--- config.mk ---
export PLATFORM = sky130hd
export DESIGN_NAME = pc_fetch_ctrl_flat
export DESIGN_NICKNAME = d
export VERILOG_FILES = /design/src/rtl/rv_pkg.sv /design/src/rtl/pc_fetch_ctrl_if.sv /design/src/rtl/pc_fetch_ctrl_pc_reg.sv /design/src/rtl/pc_fetch_ctrl.sv /design/src/flat_wrapper.sv
export SDC_FILE = /design/constraint.sdc
export NUM_CORES = 1
export LEC_CHECK = 0
export ABC_AREA = 1
export BUFFER_PORTS_ARGS = -buffer_cell sky130_fd_sc_hd__buf_2
export CAP_MARGIN = 20
export CORE_MARGIN = 4
export CORE_UTILIZATION = 55
export CTS_BUF_LIST = sky130_fd_sc_hd__clkbuf_8
export CTS_CLUSTER_SIZE = 24
export DETAILED_ROUTE_END_ITERATION = 16
export MAX_ROUTING_LAYER = met4
export PLACE_DENSITY = 0.92
export SLEW_MARGIN = 40
export SYNTH_ARGS = -nofsm -noshare
export SYNTH_HDL_FRONTEND = slang
export SYNTH_SLANG_ARGS = --single-unit
--- constraint.sdc ---
create_clock -name clock -period 4.8 [get_ports clock]
set_input_delay 0 -clock clock [delete_from_list [all_inputs] [get_ports clock]]
set_output_delay 0 -clock clock [all_outputs]
set_load 0.005 [all_outputs]
--- src/rtl/rv_pkg.sv ---
// Shared RISC-V fetch definitions: data width, NOP encoding, fetch FSM states and reset vector.
package rv_pkg;

  localparam int unsigned XLEN = 32;

  localparam logic [XLEN-1:0] NOP_INSTR            = 32'h0000_0013;
  localparam logic [XLEN-1:0] RESET_VECTOR_DEFAULT = 32'h0000_0000;
  localparam logic [XLEN-1:0] ALIGN_MASK           = 32'hFFFF_FFFC;

  typedef enum logic [1:0] {
    StIdle,
    StReq,
    StWait,
    StHold
  } fetch_state_e;

  // Sequential PC; wraps modulo 2^32.
  function automatic logic [XLEN-1:0] pc_incr(input logic [XLEN-1:0] pc);
    return pc + 32'd4;
  endfunction

endpackage

--- src/rtl/pc_fetch_ctrl_if.sv ---
// Fetch-side handshake bundle: instruction-memory request/response and the decode channel.
// master = fetch controller, slave = memory + decode environment.
interface pc_fetch_ctrl_if;
  import rv_pkg::*;

  logic            imem_req_valid;
  logic            imem_req_ready;
  logic [XLEN-1:0] imem_req_addr;
  logic            imem_rsp_valid;
  logic [XLEN-1:0] imem_rsp_data;

  logic            if_valid;
  logic            if_ready;
  logic [XLEN-1:0] if_instr;
  logic [XLEN-1:0] if_pc;

  modport master (
    output imem_req_valid,
    output imem_req_addr,
    input  imem_req_ready,
    input  imem_rsp_valid,
    input  imem_rsp_data,
    output if_valid,
    output if_instr,
    output if_pc,
    input  if_ready
  );

  modport slave (
    input  imem_req_valid,
    input  imem_req_addr,
    output imem_req_ready,
    output imem_rsp_valid,
    output imem_rsp_data,
    input  if_valid,
    input  if_instr,
    input  if_pc,
    output if_ready
  );

endinterface

--- src/rtl/pc_fetch_ctrl_pc_reg.sv ---
// Architectural PC register: async active-low reset to RESET_VECTOR, loads d_i when load_en_i.
module pc_fetch_ctrl_pc_reg
  import rv_pkg::*;
#(
  parameter logic [XLEN-1:0] RESET_VECTOR = RESET_VECTOR_DEFAULT
) (
  input  logic            clock,
  input  logic            reset_n,
  input  logic            load_en_i,
  input  logic [XLEN-1:0] d_i,
  output logic [XLEN-1:0] q_o
);

  logic [XLEN-1:0] pc_q, pc_d;

  // Hold unless a load is requested.
  always_comb begin
    pc_d = pc_q;
    if (load_en_i) pc_d = d_i;
  end

  // PC storage.
  always_ff @(posedge clock or negedge reset_n) begin
    if (!reset_n) pc_q <= RESET_VECTOR;
    else          pc_q <= pc_d;
  end

  assign q_o = pc_q;

endmodule

--- src/rtl/pc_fetch_ctrl.sv ---
// PC sequencer and instruction-fetch controller. One fetch outstanding at a time; redirects and
// traps reload the PC and squash any in-flight or held instruction via a kill flag.
// Optional feature macro: PC_FETCH_CTRL_MISALIGN_EN (misaligned targets divert to trap_vector
// and pulse misalign_err); when undefined targets are forced word-aligned.
module pc_fetch_ctrl
  import rv_pkg::*;
#(
  parameter logic [XLEN-1:0] RESET_VECTOR = RESET_VECTOR_DEFAULT
) (
  input  logic                   clock,
  input  logic                   reset_n,
  input  logic                   redirect_valid,
  input  logic [XLEN-1:0]        redirect_target,
  input  logic                   trap_valid,
  input  logic [XLEN-1:0]        trap_vector,
  pc_fetch_ctrl_if.master        bus,
  output logic                   misalign_err
);

  fetch_state_e    state_q, state_d;
  logic [XLEN-1:0] pc_q, pc_d;
  logic            pc_load;
  logic [XLEN-1:0] req_addr_q, req_addr_d;
  logic            kill_q, kill_d;
  logic            if_valid_q, if_valid_d;
  logic [XLEN-1:0] if_instr_q, if_instr_d;
  logic [XLEN-1:0] if_pc_q, if_pc_d;

  logic            redir;
  logic [XLEN-1:0] raw_pc;
  logic [XLEN-1:0] new_pc;
  logic            req_fire;
  logic            if_fire;

  // Trap wins over a simultaneous redirect.
  assign redir  = redirect_valid | trap_valid;
  assign raw_pc = trap_valid ? trap_vector : redirect_target;

  assign req_fire = (state_q == StReq) & bus.imem_req_ready;
  assign if_fire  = if_valid_q & bus.if_ready;

`ifdef PC_FETCH_CTRL_MISALIGN_EN
  logic misalign_q, misalign_d;

  assign misalign_d = redir & (raw_pc[1:0] != 2'b00);
  assign new_pc     = misalign_d ? trap_vector : raw_pc;

  // One-cycle error pulse following the offending redirect.
  always_ff @(posedge clock or negedge reset_n) begin
    if (!reset_n) misalign_q <= 1'b0;
    else          misalign_q <= misalign_d;
  end

  assign misalign_err = misalign_q;
`else
  assign new_pc       = raw_pc & ALIGN_MASK;
  assign misalign_err = 1'b0;
`endif

  pc_fetch_ctrl_pc_reg #(
    .RESET_VECTOR(RESET_VECTOR)
  ) u_pc_reg (
    .clock    (clock),
    .reset_n  (reset_n),
    .load_en_i(pc_load),
    .d_i      (pc_d),
    .q_o      (pc_q)
  );

  // FSM state register.
  always_ff @(posedge clock or negedge reset_n) begin
    if (!reset_n) state_q <= StIdle;
    else          state_q <= state_d;
  end

  // FSM next state.
  always_comb begin
    state_d = state_q;
    unique case (state_q)
      StIdle: state_d = StReq;
      StReq:  if (req_fire) state_d = StWait;
      StWait: begin
        if (bus.imem_rsp_valid) state_d = (kill_q || redir) ? StReq : StHold;
      end
      StHold: if (redir || if_fire) state_d = StReq;
      default: state_d = StIdle;
    endcase
  end

  // FSM outputs: request channel and decode channel.
  always_comb begin
    bus.imem_req_valid = (state_q == StReq);
    bus.imem_req_addr  = req_addr_q;
    bus.if_valid       = if_valid_q;
    bus.if_instr       = if_instr_q;
    bus.if_pc          = if_pc_q;
  end

  // PC update, kill flag, request address capture and decode output register.
  always_comb begin
    // A killed acceptance leaves the PC at the redirect target rather than advancing it.
    pc_load    = redir | (req_fire & ~kill_q);
    pc_d       = redir ? new_pc : pc_incr(pc_q);
    kill_d     = kill_q;
    req_addr_d = req_addr_q;
    if_valid_d = if_valid_q;
    if_instr_d = if_instr_q;
    if_pc_d    = if_pc_q;

    unique case (state_q)
      StReq: if (redir) kill_d = 1'b1;
      StWait: begin
        // The response consumes the outstanding request, so it always clears the kill flag.
        if (bus.imem_rsp_valid) begin
          kill_d = 1'b0;
          if (!kill_q && !redir) begin
            if_valid_d = 1'b1;
            if_instr_d = bus.imem_rsp_data;
            if_pc_d    = req_addr_q;
          end
        end else if (redir) begin
          kill_d = 1'b1;
        end
      end
      StHold: if (redir || if_fire) if_valid_d = 1'b0;
      default: ;
    endcase

    // Latch the fetch address only on entry to REQ so it never moves while pending.
    if (state_q != StReq && state_d == StReq) begin
      req_addr_d = pc_load ? pc_d : pc_q;
    end
  end

  // Datapath registers.
  always_ff @(posedge clock or negedge reset_n) begin
    if (!reset_n) begin
      req_addr_q <= RESET_VECTOR;
      kill_q     <= 1'b0;
      if_valid_q <= 1'b0;
      if_instr_q <= NOP_INSTR;
      if_pc_q    <= '0;
    end else begin
      req_addr_q <= req_addr_d;
      kill_q     <= kill_d;
      if_valid_q <= if_valid_d;
      if_instr_q <= if_instr_d;
      if_pc_q    <= if_pc_d;
    end
  end

endmodule
--- src/flat_wrapper.sv ---
// flat-port wrapper written by rule: the top's interface ports become plain ports
module pc_fetch_ctrl_flat import rv_pkg::*;
#(
  parameter logic [XLEN-1:0] RESET_VECTOR = RESET_VECTOR_DEFAULT
)
  (clock, reset_n, redirect_valid, redirect_target, trap_valid, trap_vector, misalign_err, bus_imem_req_valid, bus_imem_req_addr, bus_imem_req_ready, bus_imem_rsp_valid, bus_imem_rsp_data, bus_if_valid, bus_if_instr, bus_if_pc, bus_if_ready);
  pc_fetch_ctrl_if bus_i ();
  input  logic clock;
  input  logic reset_n;
  input  logic redirect_valid;
  input  logic [XLEN-1:0] redirect_target;
  input  logic trap_valid;
  input  logic [XLEN-1:0] trap_vector;
  output logic misalign_err;
  output wire logic [$bits(bus_i.imem_req_valid)-1:0] bus_imem_req_valid;
  output wire logic [$bits(bus_i.imem_req_addr)-1:0] bus_imem_req_addr;
  input wire logic [$bits(bus_i.imem_req_ready)-1:0] bus_imem_req_ready;
  input wire logic [$bits(bus_i.imem_rsp_valid)-1:0] bus_imem_rsp_valid;
  input wire logic [$bits(bus_i.imem_rsp_data)-1:0] bus_imem_rsp_data;
  output wire logic [$bits(bus_i.if_valid)-1:0] bus_if_valid;
  output wire logic [$bits(bus_i.if_instr)-1:0] bus_if_instr;
  output wire logic [$bits(bus_i.if_pc)-1:0] bus_if_pc;
  input wire logic [$bits(bus_i.if_ready)-1:0] bus_if_ready;
  assign bus_imem_req_valid = bus_i.imem_req_valid;
  assign bus_imem_req_addr = bus_i.imem_req_addr;
  assign bus_i.imem_req_ready = bus_imem_req_ready;
  assign bus_i.imem_rsp_valid = bus_imem_rsp_valid;
  assign bus_i.imem_rsp_data = bus_imem_rsp_data;
  assign bus_if_valid = bus_i.if_valid;
  assign bus_if_instr = bus_i.if_instr;
  assign bus_if_pc = bus_i.if_pc;
  assign bus_i.if_ready = bus_if_ready;
  pc_fetch_ctrl #(.RESET_VECTOR(RESET_VECTOR)) u_core (.clock(clock), .reset_n(reset_n), .redirect_valid(redirect_valid), .redirect_target(redirect_target), .trap_valid(trap_valid), .trap_vector(trap_vector), .bus(bus_i), .misalign_err(misalign_err));
endmodule
Word-level counts from Yosys, hierarchy flattened
Cells that the tools add are included.
{"block": "totals", "register_bits": 132, "input_bits": 103, "output_inout_bits": 99, "wordCells": 48}
{"block": "op_classes", "add_sub_neg": 1, "eq_ne": 8, "mux": 15, "n_bitwise": 6, "n_reduce_logical": 11}
{"cell": "$mux W32", "n": 3}
{"cell": "$add A32 B3 Y32 const B", "n": 1}
{"cell": "$mux W2", "n": 4}
{"cell": "$pmux W2 S4", "n": 1}
{"cell": "$ne A2 B1 Y1 const B", "n": 3}
{"cell": "$mux W1", "n": 5}
{"cell": "$eq A2 B1 Y1 const B", "n": 2}
{"cell": "$eq A2 B2 Y1 const B", "n": 2}
{"cell": "$pmux W1 S2", "n": 2}
{"cell": "$reduce_and A4 Y1", "n": 1}
{"cell": "$reduce_bool A2 Y1", "n": 2}
{"cell": "$and A1 B1 Y1", "n": 3}
{"cell": "$reduce_and A3 Y1", "n": 1}
{"cell": "$logic_and A1 B1 Y1", "n": 2}
{"cell": "$logic_not A1 Y1", "n": 2}
{"cell": "$logic_not A2 Y1", "n": 1}
{"cell": "$logic_or A1 B1 Y1", "n": 2}
{"cell": "$ne A2 B2 Y1 const B", "n": 1}
{"cell": "$or A1 B1 Y1", "n": 2}
{"cell": "$not A1 Y1", "n": 1}

Depth between registers and ports, before layout
{"block": "depth", "word_depth": 7, "ltp_mapped": 12, "ltp_nobuf": 12}

Cells and area by module
From an unflattened synthesis, not the netlist that was laid out.
{"block": "hier_totals", "cells_unflattened": 1011, "hier_area_um2": 7183.1}
{"module": "pc_fetch_ctrl", "n_inst": 1, "cells_per_inst": 875, "area_each_um2": 5890.6, "seq_area_each_um2": 2506.2}
{"module": "pc_fetch_ctrl_pc_reg", "n_inst": 1, "cells_per_inst": 136, "area_each_um2": 1292.5, "seq_area_each_um2": 800.8}

Worst setup path after synthesis
Ideal clock, no wire load.
{"block": "synth_path", "kind": "flip-flop to flip-flop", "startpoint": "register u_core.state_q[1]", "endpoint": "register u_core.req_addr_q[20], in the netlist u_core.bus.imem_req_addr[20]", "setup_time_ns": 0.117, "t_arrival_ns": 1.671, "required_ns": 4.683, "path_slack_ns": 3.012, "stages_incl_launch_ff": 13, "cell_sequence": "dfrtp_1 -> inv_1 -> ha_1 -> nand2_1 -> inv_1 -> nand2_1 -> nand2_2 -> clkbuf_1 -> o21ai_0 -> inv_1 -> nand2_1 -> nand3_1 -> nand2_1"}
{"block": "synth_via", "elab_chain_cells": 6, "elab_cells_between_ends": 15, "cone_classes": "eq/ne: 5; mux: 5; bitwise: 3; reduce/logical: 2"}
{"item": "start, declared", "line_no": "pc_fetch_ctrl.sv:20", "text": "fetch_state_e state_q, state_d;"}
{"item": "start signal, assigned", "line_no": "pc_fetch_ctrl.sv:72", "text": "if (!reset_n) state_q <= StIdle;"}
{"item": "start signal, assigned", "line_no": "pc_fetch_ctrl.sv:73", "text": "else state_q <= state_d;"}
{"item": "$eq A2 B1 Y1 (*)"}
{"item": "net bus_imem_req_valid", "line_no": "flat_wrapper.sv:15", "text": "output wire logic [$bits(bus_i.imem_req_valid)-1:0] bus_imem_req_valid;"}
{"item": "$and A1 B1 Y1", "line_no": "pc_fetch_ctrl.sv:39", "text": "assign req_fire = (state_q == StReq) & bus.imem_req_ready;"}
{"item": "$mux W2", "line_no": "pc_fetch_ctrl.sv:81", "text": "StReq: if (req_fire) state_d = StWait;"}
{"item": "$pmux W2 S4", "line_no": "pc_fetch_ctrl.sv:79", "text": "unique case (state_q)"}
{"item": "$eq A2 B1 Y1", "line_no": "pc_fetch_ctrl.sv:130", "text": "if (state_q != StReq && state_d == StReq) begin"}
{"item": "$logic_and A1 B1 Y1", "line_no": "pc_fetch_ctrl.sv:130"}
{"item": "end signal, assigned", "line_no": "pc_fetch_ctrl.sv:144", "text": "req_addr_q <= req_addr_d;"}
{"item": "end, declared", "line_no": "pc_fetch_ctrl.sv:23", "text": "logic [XLEN-1:0] req_addr_q, req_addr_d;"}
The timed path passes the listed nets; every way through them passes the cells marked *.
A chain may end at the register's enable or synchronous reset.

Worst setup path in the final report
{"block": "layout_path", "startpoint": "register u_core.state_q[1]", "endpoint": "register u_core.req_addr_q[3], in the netlist u_core.bus.imem_req_addr[3]"}
{"block": "layout_via", "elab_chain_cells": 6, "elab_cells_between_ends": 15, "cone_classes": "eq/ne: 5; mux: 5; bitwise: 3; reduce/logical: 2"}
{"item": "$eq A2 B1 Y1", "line_no": "pc_fetch_ctrl.sv:39, pc_fetch_ctrl.sv:79"}
{"item": "$and A1 B1 Y1", "line_no": "pc_fetch_ctrl.sv:39"}
{"item": "$mux W2", "line_no": "pc_fetch_ctrl.sv:81"}
{"item": "$pmux W2 S4", "line_no": "pc_fetch_ctrl.sv:79"}
{"item": "$eq A2 B1 Y1", "line_no": "pc_fetch_ctrl.sv:130"}
{"item": "$logic_and A1 B1 Y1", "line_no": "pc_fetch_ctrl.sv:130"}
Several ways; a longest one is shown, not always the timed one.

==> run_results.csv <==
group,metric,value,unit
yosys,ys_seq_elements,132,
setup_path,crit_chain,"inv_1, ha_1, nand2_1, inv_1, nand2_1, nand2_2, inv_1, o21ai_0, nand2_1, o21ai_0",
setup_path,worstPathArrival,3130,ps
yosys,synth_cells,883,
floorplanning,die_w,118,um
setup_path,path_class,"flop to flop",
global_route,grt_antenna_before_repair,0,
global_route,track_usage,0.283,
sta,worst_slew_pin_slew,760,ps
job,drv_cap,0,
setup_path,crit_path_end_kind,"flop",
global_route,overflow,0,
global_route,grt_pass1_vias,6312,
cts,path_clk_slew,80,ps
setup_path,max_stage_delay,510,ps
placed_design,dp_hpwl,12.7,mm
power,leakage,4.79,nW
sta,hold_viol_final,0,
yosys,synth_cell_types,37,
global_route,grt_max_degree,79,
cts,cts_root_buffer,"clkbuf_8",
cts,insertion_delay,430,ps
cts,cts_tree,"done",
yosys,syn-cell-area,0.00662,mm^2
floorplanning,die_y,118,um
finish,syn_to_final_growth,28.1,%
sta,fin_skew,14.3,ps
cts,postCtsSetupBuffers,0,
sta,layout_min_cycle_time,2780,ps
placed_design,io_buffers,196,
power,power_density,428,mW/mm^2
setup_path,crit_family,"simple AND/OR/NAND/NOR gates",
sta,drv_slew,0,
floorplanning,fp.dieArea,0.0138,mm^2
sta,grt_setup_unrepaired,"false",
finish,regArea,0.00331,mm^2
setup_path,rrSetupSlack,2020,ps
finish,fillers,884,
finish,multiInputGateArea,0.00287,mm^2
placed_design,post_dp_cell_area,0.00764,mm^2
sta,fin_tns_setup,0,ps
placed_design,pre_cts_slack,2070,ps
finish,layout_common_cells,"nand2_1 (361), buf_2 (195), dfrtp_1 (129), nor2_1 (76), inv_1 (72)",
floorplanning,row_count,39,
finish,drive_above_1_share,0.221,
setup_path,critPathLaunchType,"flop",
route,ant_nets,0,
yosys,yosys-top-cells-area,"dfrtp_1 (49%), nand2_1 (20%), nand3_1 (4.3%), nor2_1 (4.3%), inv_1 (4.0%)",
finish,final_area,0.00848,mm^2
cts,cts.sinks,132,
sta,fin_crit_sh,0.580,
cts,htree_levels,4,
sta,finalSetupViolCount,0,
power,ir_drop,0.194,mV
global_route,grt_pass1_wl,31.4,mm
yosys,yosysTopAreaCellShare,0.488,
floorplanning,start_util,0.570,
route,wl,18.8,mm
route,post-route-drc-count,0,
sta,timing.hold.ws,18.9,ps
yosys,yosys.area.top_type,"dfrtp_1",
setup_path,cp.required,5150,ps
sta,slew_headroom,0.493,
setup_path,slowest_stage,"nand2_2",
route,dr.pass1.iters,5,
route,viasPerCell,5.27,
yosys,yosysWarnings,0,
setup_path,path_max_fanout,37,
sta,fmax,0.359,GHz
finish,layout_commonest_cell,"nand2_1",
cts,cts_buffer_depth,2,
floorplanning,io_pins,202,
worst_hold_path,hold_path_class,"input pin to flop",
cts,cts_made_buffers,17,
placed_design,gp_congestion,0.908,
route,wl_per_cell,14.9,um
yosys,synth.yosys.seq_area_share,0.500,
yosys,synthesis.nets,992,
yosys,avgSynthCellArea,7.49,um^2
finish,final_nets,1215,
floorplanning,design.core.area,0.0116,mm^2
setup_path,crit_buf_inv,3,
sta,setup_slack,2020,ps
finish,diodes,0,
route,drt_first_iter_violations,716,
route,via_count,6650,
run_status,status,"finished clean",
cell families after synthesis:
| family | Yosys count | share of synthesized area |
|---|---|---|
| AND/OR/NAND/NOR | 512 | 0.314 |
| flip-flops | 132 | 0.500 |
| AO/OA/AOI/OAI | 117 | 0.100 |
| buffers and inverters | 109 | 0.0664 |
| XOR/XNOR | 6 | 0.00794 |
| adder cells (fa/ha/maj) | 6 | 0.0113 |
| other | 1 | 0.000567 |
power breakdown:
| group | switching [mW] | leakage [nW] | internal (mW) |
|---|---|---|---|
| Clock | 0.408 | 0.209 | 0.525 |
| Sequential | 0.185 | 1.69 | 1.37 |
| Combinational | 0.699 | 2.90 | 0.444 |
through the flow:
step | cells | power [mW] | util
finish | 1262 | 3.63 | 0.730
global route | 1262 | 3.87 | 0.730
CTS | 1262 | 3.64 | 0.730
detailed placement | 1187 | 2.67 | 0.658
global placement | 1186 | 2.60 | 0.656
floorplan | 883 | 2.19 | -
what timing repair did:
action                    CTS  global route
resized for setup           0             0
hold buffers               43             0
hold endpoints to repair  116             0
worst paths after layout:
check                                                         from                                       to  depth (start not counted)
max in group asynchronous                                  reset_n       u_core.bus.if_instr[5]$_DFFE_PN0P_                          3
worst max register to register         u_core.state_q[1]$_DFF_PN0_  u_core.bus.imem_req_addr[3]$_DFFE_PN0P_                         10
worst min-delay path                               trap_vector[31]        u_core.u_pc_reg.q_o[31]$_DFF_PN0_                          5
worst max-delay path                   u_core.state_q[1]$_DFF_PN0_  u_core.bus.imem_req_addr[3]$_DFFE_PN0P_                         10
min in group asynchronous                                  reset_n         u_core.u_pc_reg.q_o[3]$_DFF_PN0_                          2
worst min register to register  u_core.bus.if_instr[0]$_DFFE_PN1P_       u_core.bus.if_instr[0]$_DFFE_PN1P_                          2
final cells by class:
cell class / instances / area share
flip-flops and latches: 132 / 0.390
multi-input cells: 642 / 0.339
repair buffers: 241 / 0.170
clock buffers: 22 / 0.0357
inverters: 72 / 0.0322
well taps: 143 / 0.0211
clock inverters: 10 / 0.0124
cell usage after synthesis:
cell and n:
nor4_1 1, nor2_2 3, a21oi_4 1, xor2_1 4, nand2_1 361, nand2_4 1, dfstp_2 3, xnor2_1 2
a21boi_1 4, buf_1 10, nor3_2 1, o31ai_1 3, o21ai_0 52, and2_1 2, nor2_8 2, nand2_2 1
o21ai_1 8, ha_1 6, inv_2 1, o211ai_1 3, or2_2 4, nand4_1 1, buf_2 15, inv_1 71
a211o_1 1, nand3_2 1, a21boi_0 13, dfrtp_1 129, clkbuf_1 9, o22ai_1 1, nor2_1 76, nor3_1 1
a31oi_1 2, nand3_1 57, buf_4 3, a21oi_1 29, conb_1 1
routing by layer:
layer	vias to the layer above	GRT usage	wire, um
li1	3219	-	-
met1	3050	0.388	8090
met2	342	0.439	8770
met3	39	0.0437	1540
met4	0	0.0879	397
met5	-	-	0
tightest hold or removal path, stage by stage:
cell      delay [ps]
buf_2             90
nor2_1            80
o21ai_0           90
inv_1             60
a21boi_0          70
registers in the layout, summed over array words and instances, names as in the netlist:
name and flops:
u_core.bus.if_instr 32, u_core.bus.if_pc 32, u_core.bus.if_valid 1, u_core.bus.imem_req_addr 32
u_core.kill_q 1, u_core.state_q 2, u_core.u_pc_reg.q_o 32
(Power assumes the default switching activity.)
